<file path="config.mk">
export PLATFORM = sky130hd
export DESIGN_NAME = axi_rd_xbar
export DESIGN_NICKNAME = d
export VERILOG_FILES = /design/src/rtl/axi_rd_xbar_pkg.sv /design/src/rtl/axi_rd_xbar_addr_decode.sv /design/src/rtl/axi_rd_xbar.sv
export SDC_FILE = /design/constraint.sdc
export NUM_CORES = 1
export LEC_CHECK = 0
export ABC_AREA = 0
export BUFFER_PORTS_ARGS = -buffer_cell sky130_fd_sc_hd__buf_2
export CORE_AREA = 3 3 99 101
export DETAILED_ROUTE_END_ITERATION = 10
export DIE_AREA = 0 0 102 104
export SETUP_SLACK_MARGIN = 0.15
export SYNTH_ARGS = -nofsm -noshare
export SYNTH_HDL_FRONTEND = slang
export SYNTH_SLANG_ARGS = --single-unit
</file>
<file path="constraint.sdc">
create_clock -name clk_i -period 1.7 [get_ports clk_i]
set_input_delay 0.085 -clock clk_i [delete_from_list [all_inputs] [get_ports clk_i]]
set_output_delay 0.085 -clock clk_i [all_outputs]
set_load 0.005 [all_outputs]
</file>
<file path="src/rtl/axi_rd_xbar_pkg.sv">
// Shared AXI-lite read-crossbar definitions: response codes, default address map
// and the one-hot FSM state encoding.
package axi_rd_xbar_pkg;

  typedef enum logic [1:0] {
    OKAY   = 2'b00,
    EXOKAY = 2'b01,
    SLVERR = 2'b10,
    DECERR = 2'b11
  } axi_resp_t;

  localparam logic [31:0] MEM_BASE_DEF = 32'h8000_0000;
  localparam logic [31:0] MEM_MASK_DEF = 32'hF800_0000;
  localparam logic [31:0] DEV_BASE_DEF = 32'hA000_0000;
  localparam logic [31:0] DEV_MASK_DEF = 32'hF000_0000;

  typedef enum logic [3:0] {
    ST_IDLE = 4'b0001,
    ST_REQ  = 4'b0010,
    ST_RSP  = 4'b0100,
    ST_ERR  = 4'b1000
  } xbar_state_t;

endpackage

</file>
<file path="src/rtl/axi_rd_xbar_addr_decode.sv">
// Combinational address decoder shared by the read and write crossbars.
// Memory wins over devices when both windows match.
module axi_addr_decode
  import axi_rd_xbar_pkg::*;
#(
  parameter int                ADDR_W   = 32,
  parameter logic [ADDR_W-1:0] MEM_BASE = ADDR_W'(MEM_BASE_DEF),
  parameter logic [ADDR_W-1:0] MEM_MASK = ADDR_W'(MEM_MASK_DEF),
  parameter logic [ADDR_W-1:0] DEV_BASE = ADDR_W'(DEV_BASE_DEF),
  parameter logic [ADDR_W-1:0] DEV_MASK = ADDR_W'(DEV_MASK_DEF)
) (
  input  logic [ADDR_W-1:0] addr,
  output logic [1:0]        hit,
  output logic              miss
);

  logic mem_match_s;
  logic dev_match_s;

  assign mem_match_s = ((addr & MEM_MASK) == MEM_BASE);
  assign dev_match_s = ((addr & DEV_MASK) == DEV_BASE);
  assign hit         = {dev_match_s & ~mem_match_s, mem_match_s};
  assign miss        = ~(mem_match_s | dev_match_s);

endmodule

</file>
<file path="src/rtl/axi_rd_xbar.sv">
// 1-to-2 AXI-lite read crossbar (memory / MMIO) with local DECERR for unmapped
// addresses; a single read is in flight at any time.
module axi_rd_xbar
  import axi_rd_xbar_pkg::*;
#(
  parameter int                ADDR_W   = 32,
  parameter int                DATA_W   = 32,
  parameter logic [ADDR_W-1:0] MEM_BASE = ADDR_W'(MEM_BASE_DEF),
  parameter logic [ADDR_W-1:0] MEM_MASK = ADDR_W'(MEM_MASK_DEF),
  parameter logic [ADDR_W-1:0] DEV_BASE = ADDR_W'(DEV_BASE_DEF),
  parameter logic [ADDR_W-1:0] DEV_MASK = ADDR_W'(DEV_MASK_DEF)
) (
  input  logic                clk_i,
  input  logic                rst_i,
  input  logic                slv_ar_valid_i,
  input  logic [ADDR_W-1:0]   slv_ar_addr_i,
  output logic                slv_ar_ready_o,
  output logic                slv_r_valid_o,
  output logic [DATA_W-1:0]   slv_r_data_o,
  output logic [1:0]          slv_r_resp_o,
  input  logic                slv_r_ready_i,
  output logic [1:0]          m_ar_valid_o,
  output logic [2*ADDR_W-1:0] m_ar_addr_o,
  input  logic [1:0]          m_ar_ready_i,
  input  logic [1:0]          m_r_valid_i,
  input  logic [2*DATA_W-1:0] m_r_data_i,
  input  logic [3:0]          m_r_resp_i,
  output logic [1:0]          m_r_ready_o
);

  xbar_state_t       state_r;
  xbar_state_t       state_nxt_s;
  logic              sel_r;
  logic [ADDR_W-1:0] addr_q_r;
  logic [1:0]        hit_s;
  logic              miss_s;
  logic              ar_hs_s;

  axi_addr_decode #(
    .ADDR_W   (ADDR_W),
    .MEM_BASE (MEM_BASE),
    .MEM_MASK (MEM_MASK),
    .DEV_BASE (DEV_BASE),
    .DEV_MASK (DEV_MASK)
  ) u_decode (
    .addr (slv_ar_addr_i),
    .hit  (hit_s),
    .miss (miss_s)
  );

  assign ar_hs_s = (state_r == ST_IDLE) && slv_ar_valid_i;

  // State register plus the address/target captured when an AR is accepted.
  always_ff @(posedge clk_i or posedge rst_i) begin
    if (rst_i) begin
      state_r  <= ST_IDLE;
      sel_r    <= 1'b0;
      addr_q_r <= '0;
    end else begin
      state_r <= state_nxt_s;
      if (ar_hs_s) begin
        addr_q_r <= slv_ar_addr_i;
        sel_r    <= hit_s[1];
      end else begin
        addr_q_r <= addr_q_r;
        sel_r    <= sel_r;
      end
    end
  end

  // Both slices carry the latched address; only the valid bit selects the target.
  assign m_ar_addr_o = {addr_q_r, addr_q_r};

  // Next-state and handshake outputs; the R path is a straight pass-through in RSP.
  always_comb begin
    state_nxt_s    = state_r;
    slv_ar_ready_o = 1'b0;
    slv_r_valid_o  = 1'b0;
    slv_r_data_o   = '0;
    slv_r_resp_o   = OKAY;
    m_ar_valid_o   = 2'b00;
    m_r_ready_o    = 2'b00;
    case (state_r)
      ST_IDLE: begin
        slv_ar_ready_o = ~rst_i;
        if (slv_ar_valid_i) begin
          if (miss_s) begin
            state_nxt_s = ST_ERR;
          end else if (hit_s[0] | hit_s[1]) begin
            state_nxt_s = ST_REQ;
          end else begin
            state_nxt_s = ST_ERR;
          end
        end else begin
          state_nxt_s = ST_IDLE;
        end
      end
      ST_REQ: begin
        m_ar_valid_o[sel_r] = 1'b1;
        if (m_ar_ready_i[sel_r]) begin
          state_nxt_s = ST_RSP;
        end else begin
          state_nxt_s = ST_REQ;
        end
      end
      ST_RSP: begin
        slv_r_valid_o      = m_r_valid_i[sel_r];
        slv_r_data_o       = sel_r ? m_r_data_i[2*DATA_W-1:DATA_W] : m_r_data_i[DATA_W-1:0];
        slv_r_resp_o       = sel_r ? m_r_resp_i[3:2] : m_r_resp_i[1:0];
        m_r_ready_o[sel_r] = slv_r_ready_i;
        if (m_r_valid_i[sel_r] && slv_r_ready_i) begin
          state_nxt_s = ST_IDLE;
        end else begin
          state_nxt_s = ST_RSP;
        end
      end
      ST_ERR: begin
        slv_r_valid_o = 1'b1;
        slv_r_resp_o  = DECERR;
        if (slv_r_ready_i) begin
          state_nxt_s = ST_IDLE;
        end else begin
          state_nxt_s = ST_ERR;
        end
      end
      default: begin
        state_nxt_s = ST_IDLE;
      end
    endcase
  end

endmodule

</file>
* Word-level counts from Yosys, hierarchy flattened
Index checks and enable logic that the tools add are counted.
** Cells by class
- Add/sub/neg operators :: 0
- $mul :: 0
- Divide/modulo/power cells :: 0
- Magnitude comparators :: 2
- Equality and inequality tests :: 6
- Shift operators :: 0
- Mux-type cells :: 21
- Bitwise gates (word level) :: 6
- Reductions and logical operators :: 3
** Operator list (number)
- 2-to-1 mux 32 bit :: 2
- 2-to-1 mux 4 bit :: 4
- case mux 4 bit (4 select lines) :: 1
- equality test 4 bit, second input constant :: 2
- 2-to-1 mux 1 bit :: 6
- 2-to-1 mux 2 bit :: 3
- 2-to-1 mux 3 bit :: 2
- equality test 5 bit, second input constant :: 1
- equality test 4 x 1 -> 1 bit, second input constant :: 1
- equality test 4 x 2 -> 1 bit, second input constant :: 1
- equality test 4 x 3 -> 1 bit, second input constant :: 1
- case mux 2 bit (2 select lines) :: 1
- logical AND 1 bit :: 3
- AND 2 bit :: 1
- less-than comparator 1 x 2 -> 1 bit, second input constant :: 1
- NOT 1 bit :: 2
- OR 1 bit :: 2
- case mux 1 bit (2 select lines) :: 1
- AND 1 bit :: 1
- demux 1 bit (select 1 bit) :: 1
- >= comparator 1 bit, second input constant :: 1
** Storage, ports and cells
- Flip-flop bits (word level) :: 37
- Bits in latches :: 0
- RAM bits :: 0
- Memory bits (read-only) :: 0
- Input bits :: 108
- Word-level logic and storage cells :: 41
- Memories kept :: 0

* Logic depth before layout (Yosys ltp)
- Depth after elaboration :: 8
- Gate-level depth with buffers :: 5
- Gate-level depth less buffers :: 3

* By module
A second synthesis with hierarchy kept.
** Unflattened totals
- Cells, all modules :: 216
- Area, all modules :: 2427.3 um2
** By module, submodules not included
- axi_rd_xbar :: times used 1, cells each 210, area an instance 2378.5 um2
- axi_addr_decode :: times used 1, cells each 6, area an instance 48.8 um2

* Worst setup path after synthesis
OpenSTA, ideal clock, no wires.
- Path kind :: register -> register
- Start point :: register state_r[0]
- End point :: register addr_q_r[0]
- Library setup time :: 0.125 ns
- Arrival time :: 1.300 ns
- Required time :: 1.575 ns
- Path slack :: 0.275 ns
- Cell stages (with the launch flop) :: 5
- Clock period less this slack :: 1.425 ns
- Cell sequence :: dfstp_2 -> and3b_1 -> nand2_2 -> buf_4 -> mux2_2
** Between the ends
- Cells in the longest elaborated chain, start to end :: 2
** RTL lines
- start, declared :: RTL line axi_rd_xbar.sv:31 : xbar_state_t state_r;
- start signal, assigned :: RTL line axi_rd_xbar.sv:60 : state_r <= state_nxt_s;
- equality test 4 x 1 -> 1 bit :: RTL line axi_rd_xbar.sv:51 : assign ar_hs_s = (state_r == ST_IDLE) && slv_ar_valid_i;
- logical AND 1 bit :: RTL line axi_rd_xbar.sv:51
- end signal, assigned :: RTL line axi_rd_xbar.sv:62 : addr_q_r <= slv_ar_addr_i;
- end signal, assigned :: RTL line axi_rd_xbar.sv:65 : addr_q_r <= addr_q_r;
- end, declared :: RTL line axi_rd_xbar.sv:34 : logic [ADDR_W-1:0] addr_q_r;
Every way passes these cells.
A chain may end at the register's enable or synchronous reset.

* Final worst setup path
- Start point :: register state_r[3]
- End point :: output port m_r_ready_o[0]
** Between the ends
- Cells in the longest elaborated chain, start to end :: 2
** RTL lines
- equality test 4 x 3 -> 1 bit :: RTL line axi_rd_xbar.sv:83 : case (state_r)
- 2-to-1 mux 2 bit :: RTL line axi_rd_xbar.sv:83
- end, declared :: RTL line axi_rd_xbar.sv:28 : output logic [1:0] m_r_ready_o
Every way passes these cells.

==> impl_metrics.tcl <==
set metrics [dict create \
    vdd_drop_max_mv 0.494 \
    io_pins 212 \
    critPathLaunchType "flip-flop" \
    hold_class "input pin to asynchronous set/reset pin" \
    required_ps 1620 \
    cts.clk_slew.worst_paths_ps 70 \
    yosys_warnings 0 \
    grtUsageMet3 0.0295 \
    tightestPinTransition_ps 472 \
    p_leak_uw 0.00190 \
    hold_viol_final 29 \
    synthCells 213 \
    port_buffers 211 \
    drt-initial-drc-count 37 \
    die_y_um 104 \
    cp_slowest_stage_delay_ps 590 \
    status "complete, but fails checks" \
    globalRoute.totalOverflow 0 \
    nFillCells 927 \
    clockBufferDepth 2 \
    cts_buffers 5 \
    fmax_mhz 585 \
    reg2reg_depth 4 \
    drive_above_1_share 0.714 \
    crit_path_cell_trace "or4b_4 -> nor3b_2 -> buf_2" \
    drc 0 \
    critPathBufInv 1 \
    grt_pass1_vias 2159 \
    period_share 1.01 \
    reg2reg_to "addr_q_r[0]$_DFFE_PP0P_" \
    coreArea_mm2 0.00911 \
    dp_hpwl_um 5420 \
    timing.final.crit_period_ps 1710 \
    rsz0062_at_grt "true" \
    synth_area_per_cell_um2 10.8 \
    postRouteAntennaNets 0 \
    cp-end-kind "primary output" \
    finalWorstSetupSlack_ps -10.4 \
    violations "hold timing, setup timing" \
    grt_pass1_wl_um 10500 \
    netlist_area_mm2 0.00230 \
    dieWidth_um 102 \
    seq_area_frac_synth 0.403 \
    ys_types 27 \
    worst-setup-path-type "flip-flop to primary output" \
    antenna_cells 0 \
    hold_ws_ps -8.07 \
    grtUsageTotal 0.124 \
    hold_buffers 0 \
    final_util 0.394 \
    clock_latency_ps 280 \
    rr_startpoint "state_r[0]$_DFF_PP1_" \
    grt_antenna_before_repair 0 \
    grt_max_degree 38 \
    use_met1 0.137 \
    rows 35 \
    die_area_mm2 0.0106 \
    setup_viol 5 \
    top_usage_layer "met2" \
    p_per_area_mw_per_mm2 1280 \
    crit_fanout 6 \
    cp_slowest_cell "or4b_4" \
    maxSlewHeadroom 0.685 \
    avgRoutedWirePerCell_um 14.9 \
    firstDrtPassIters 4 \
    place_ws_ps 58.4 \
    htree_num_levels 2 \
    finClkSkew_ps 7.00 \
    cts.sinks 37 \
    gp_congestion 0.783 \
    synth_fp_nets 321 \
    start_util 0.253 \
    root_buffer "clkbuf_8" \
    slew_violations 0 \
    cts_tree "done" \
    num_vias 2265 \
    use_met2 0.235 \
    vias_per_cell 4.39 \
    cap_violations 0 \
    drt_wl_total_um 7690 \
    area_delta_synth_final_pct 56.1 \
    r2r_slack_ps 60 \
    layout.nets 512 \
    ys_seq_elements 37 \
    crit_family "simple AND/OR/NAND/NOR gates" \
    worstPathArrival_ps 1630 \
]
per-stage QoR:
| stage | total power, µW | cell area, µm² | hold slack (ps) | setup TNS [ps] | instances |
|---|---|---|---|---|---|
| after floorplan | 3080 | 2300 | 219 | 0 | 213 |
| after global placement | 3610 | 3220 | 317 | 0 | 495 |
| after detailed placement | 3650 | 3220 | 322 | 0 | 495 |
| after CTS | 4430 | 3460 | 19.4 | -350 | 511 |
| after global routing | 4950 | 3590 | 16.7 | -2180 | 516 |
| final | 4600 | 3590 | -8.07 | -33.7 | 516 |
placed cells by master, fill, tap and decap left out, types with 2 or more instances in the layout:
| master | instances |
|---|---|
| clkbuf_16 | 2 |
| buf_6 | 2 |
| nor2_2 | 3 |
| nor2_1 | 30 |
| dfrtp_2 | 4 |
| buf_12 | 3 |
| mux2_4 | 11 |
| o21ai_0 | 4 |
| clkbuf_8 | 5 |
| buf_4 | 6 |
| inv_1 | 2 |
| mux2_2 | 22 |
| and3_1 | 3 |
| nor2_4 | 3 |
| or4b_4 | 6 |
| clkinv_2 | 2 |
| nand3_1 | 2 |
| dfrtp_1 | 32 |
| mux2i_1 | 35 |
| buf_2 | 211 |
worst register-to-register path, delay by kind of cell, from the launching register on:
kind                   cells  cell delay, ps
flip-flops                 1             650
AND/OR/NAND/NOR            2             420
buffers and inverters      1             170
multiplexers               1             300
layout make-up:
type | instances | area (µm²) | area share
repair buffers | 224 | 1230 | 0.344
well taps | 111 | 139 | 0.0387
inverters | 3 | 11.3 | 0.00314
multi-input cells | 133 | 1190 | 0.332
flip-flops and latches | 37 | 932 | 0.260
clock inverters | 2 | 10.0 | 0.00279
clock buffers | 6 | 72.6 | 0.0202
cells by family (layout without fill, tap and decap cells):
kind of cell	Yosys count	in the layout	share of synthesized area
compound gates	9	9	0.0250
buf+inv	47	235	0.148
flops	37	37	0.403
mux	69	69	0.318
simple gates	51	55	0.105
state kept, by name, indices dropped and copies added (netlist names):
| register | flops |
|---|---|
| state_r | 4 |
| addr_q_r | 32 |
| sel_r | 1 |
worst max path at each step:
stage / start / endpoint / slack [ps] / depth (start not counted)
global route: state_r[0]$_DFF_PP1_ / m_r_ready_o[0] / -120 / 3
detailed placement: state_r[3]$_DFF_PP0_ / m_r_ready_o[0] / 60 / 3
CTS: state_r[3]$_DFF_PP0_ / m_r_ready_o[0] / -40 / 3
global placement: state_r[3]$_DFF_PP0_ / m_r_ready_o[0] / 100 / 3
floorplan: state_r[0]$_DFF_PP1_ / addr_q_r[0]$_DFFE_PP0P_ / 280 / 4
finish: state_r[3]$_DFF_PP0_ / m_r_ready_o[0] / -10 / 3
repair_timing:
item                                    CTS  global route
gates cloned                              4             4
setup buffers                             4             1
pin swaps                                10             7
gates resized for setup                  27            12
endpoints found under the setup margin   38            73
cell usage after synthesis:
| cell | number | area share |
|---|---|---|
| buf_4 | 35 | 0.11 |
| nand2_1 | 1 | 0.0016 |
| nand2_2 | 1 | 0.0027 |
| buf_2 | 3 | 0.0065 |
| and3b_1 | 1 | 0.0038 |
| nand3_1 | 2 | 0.0044 |
| o21ai_0 | 4 | 0.0087 |
| o21ai_1 | 1 | 0.0022 |
| mux2i_1 | 36 | 0.16 |
| nand2b_1 | 1 | 0.0027 |
| mux2_2 | 33 | 0.16 |
| a31o_2 | 1 | 0.0038 |
| and3_1 | 3 | 0.0082 |
| dfstp_2 | 1 | 0.011 |
| nor2_1 | 36 | 0.059 |
| buf_6 | 4 | 0.020 |
| nor3b_1 | 1 | 0.0033 |
| and4b_1 | 1 | 0.0044 |
| or4b_1 | 1 | 0.0044 |
| dfrtp_1 | 36 | 0.39 |
| clkbuf_1 | 2 | 0.0033 |
| or4b_4 | 1 | 0.0060 |
| o22ai_1 | 1 | 0.0027 |
| o311ai_0 | 1 | 0.0038 |
| nor2b_1 | 2 | 0.0054 |
| inv_1 | 3 | 0.0049 |
| a22o_1 | 1 | 0.0038 |
layer usage:
layer	vias up	routed length, µm
met5	-	0
li1	1088	-
met2	105	4060
met4	0	87
met3	8	550
met1	1064	2990
where the power goes:
part	internal [µW]	total [µW]	switching, µW
registers	1310	1660	351
clock network	284	585	300
logic	1440	2350	911
total	3040	4600	1560
(Power assumes the default switching activity.)
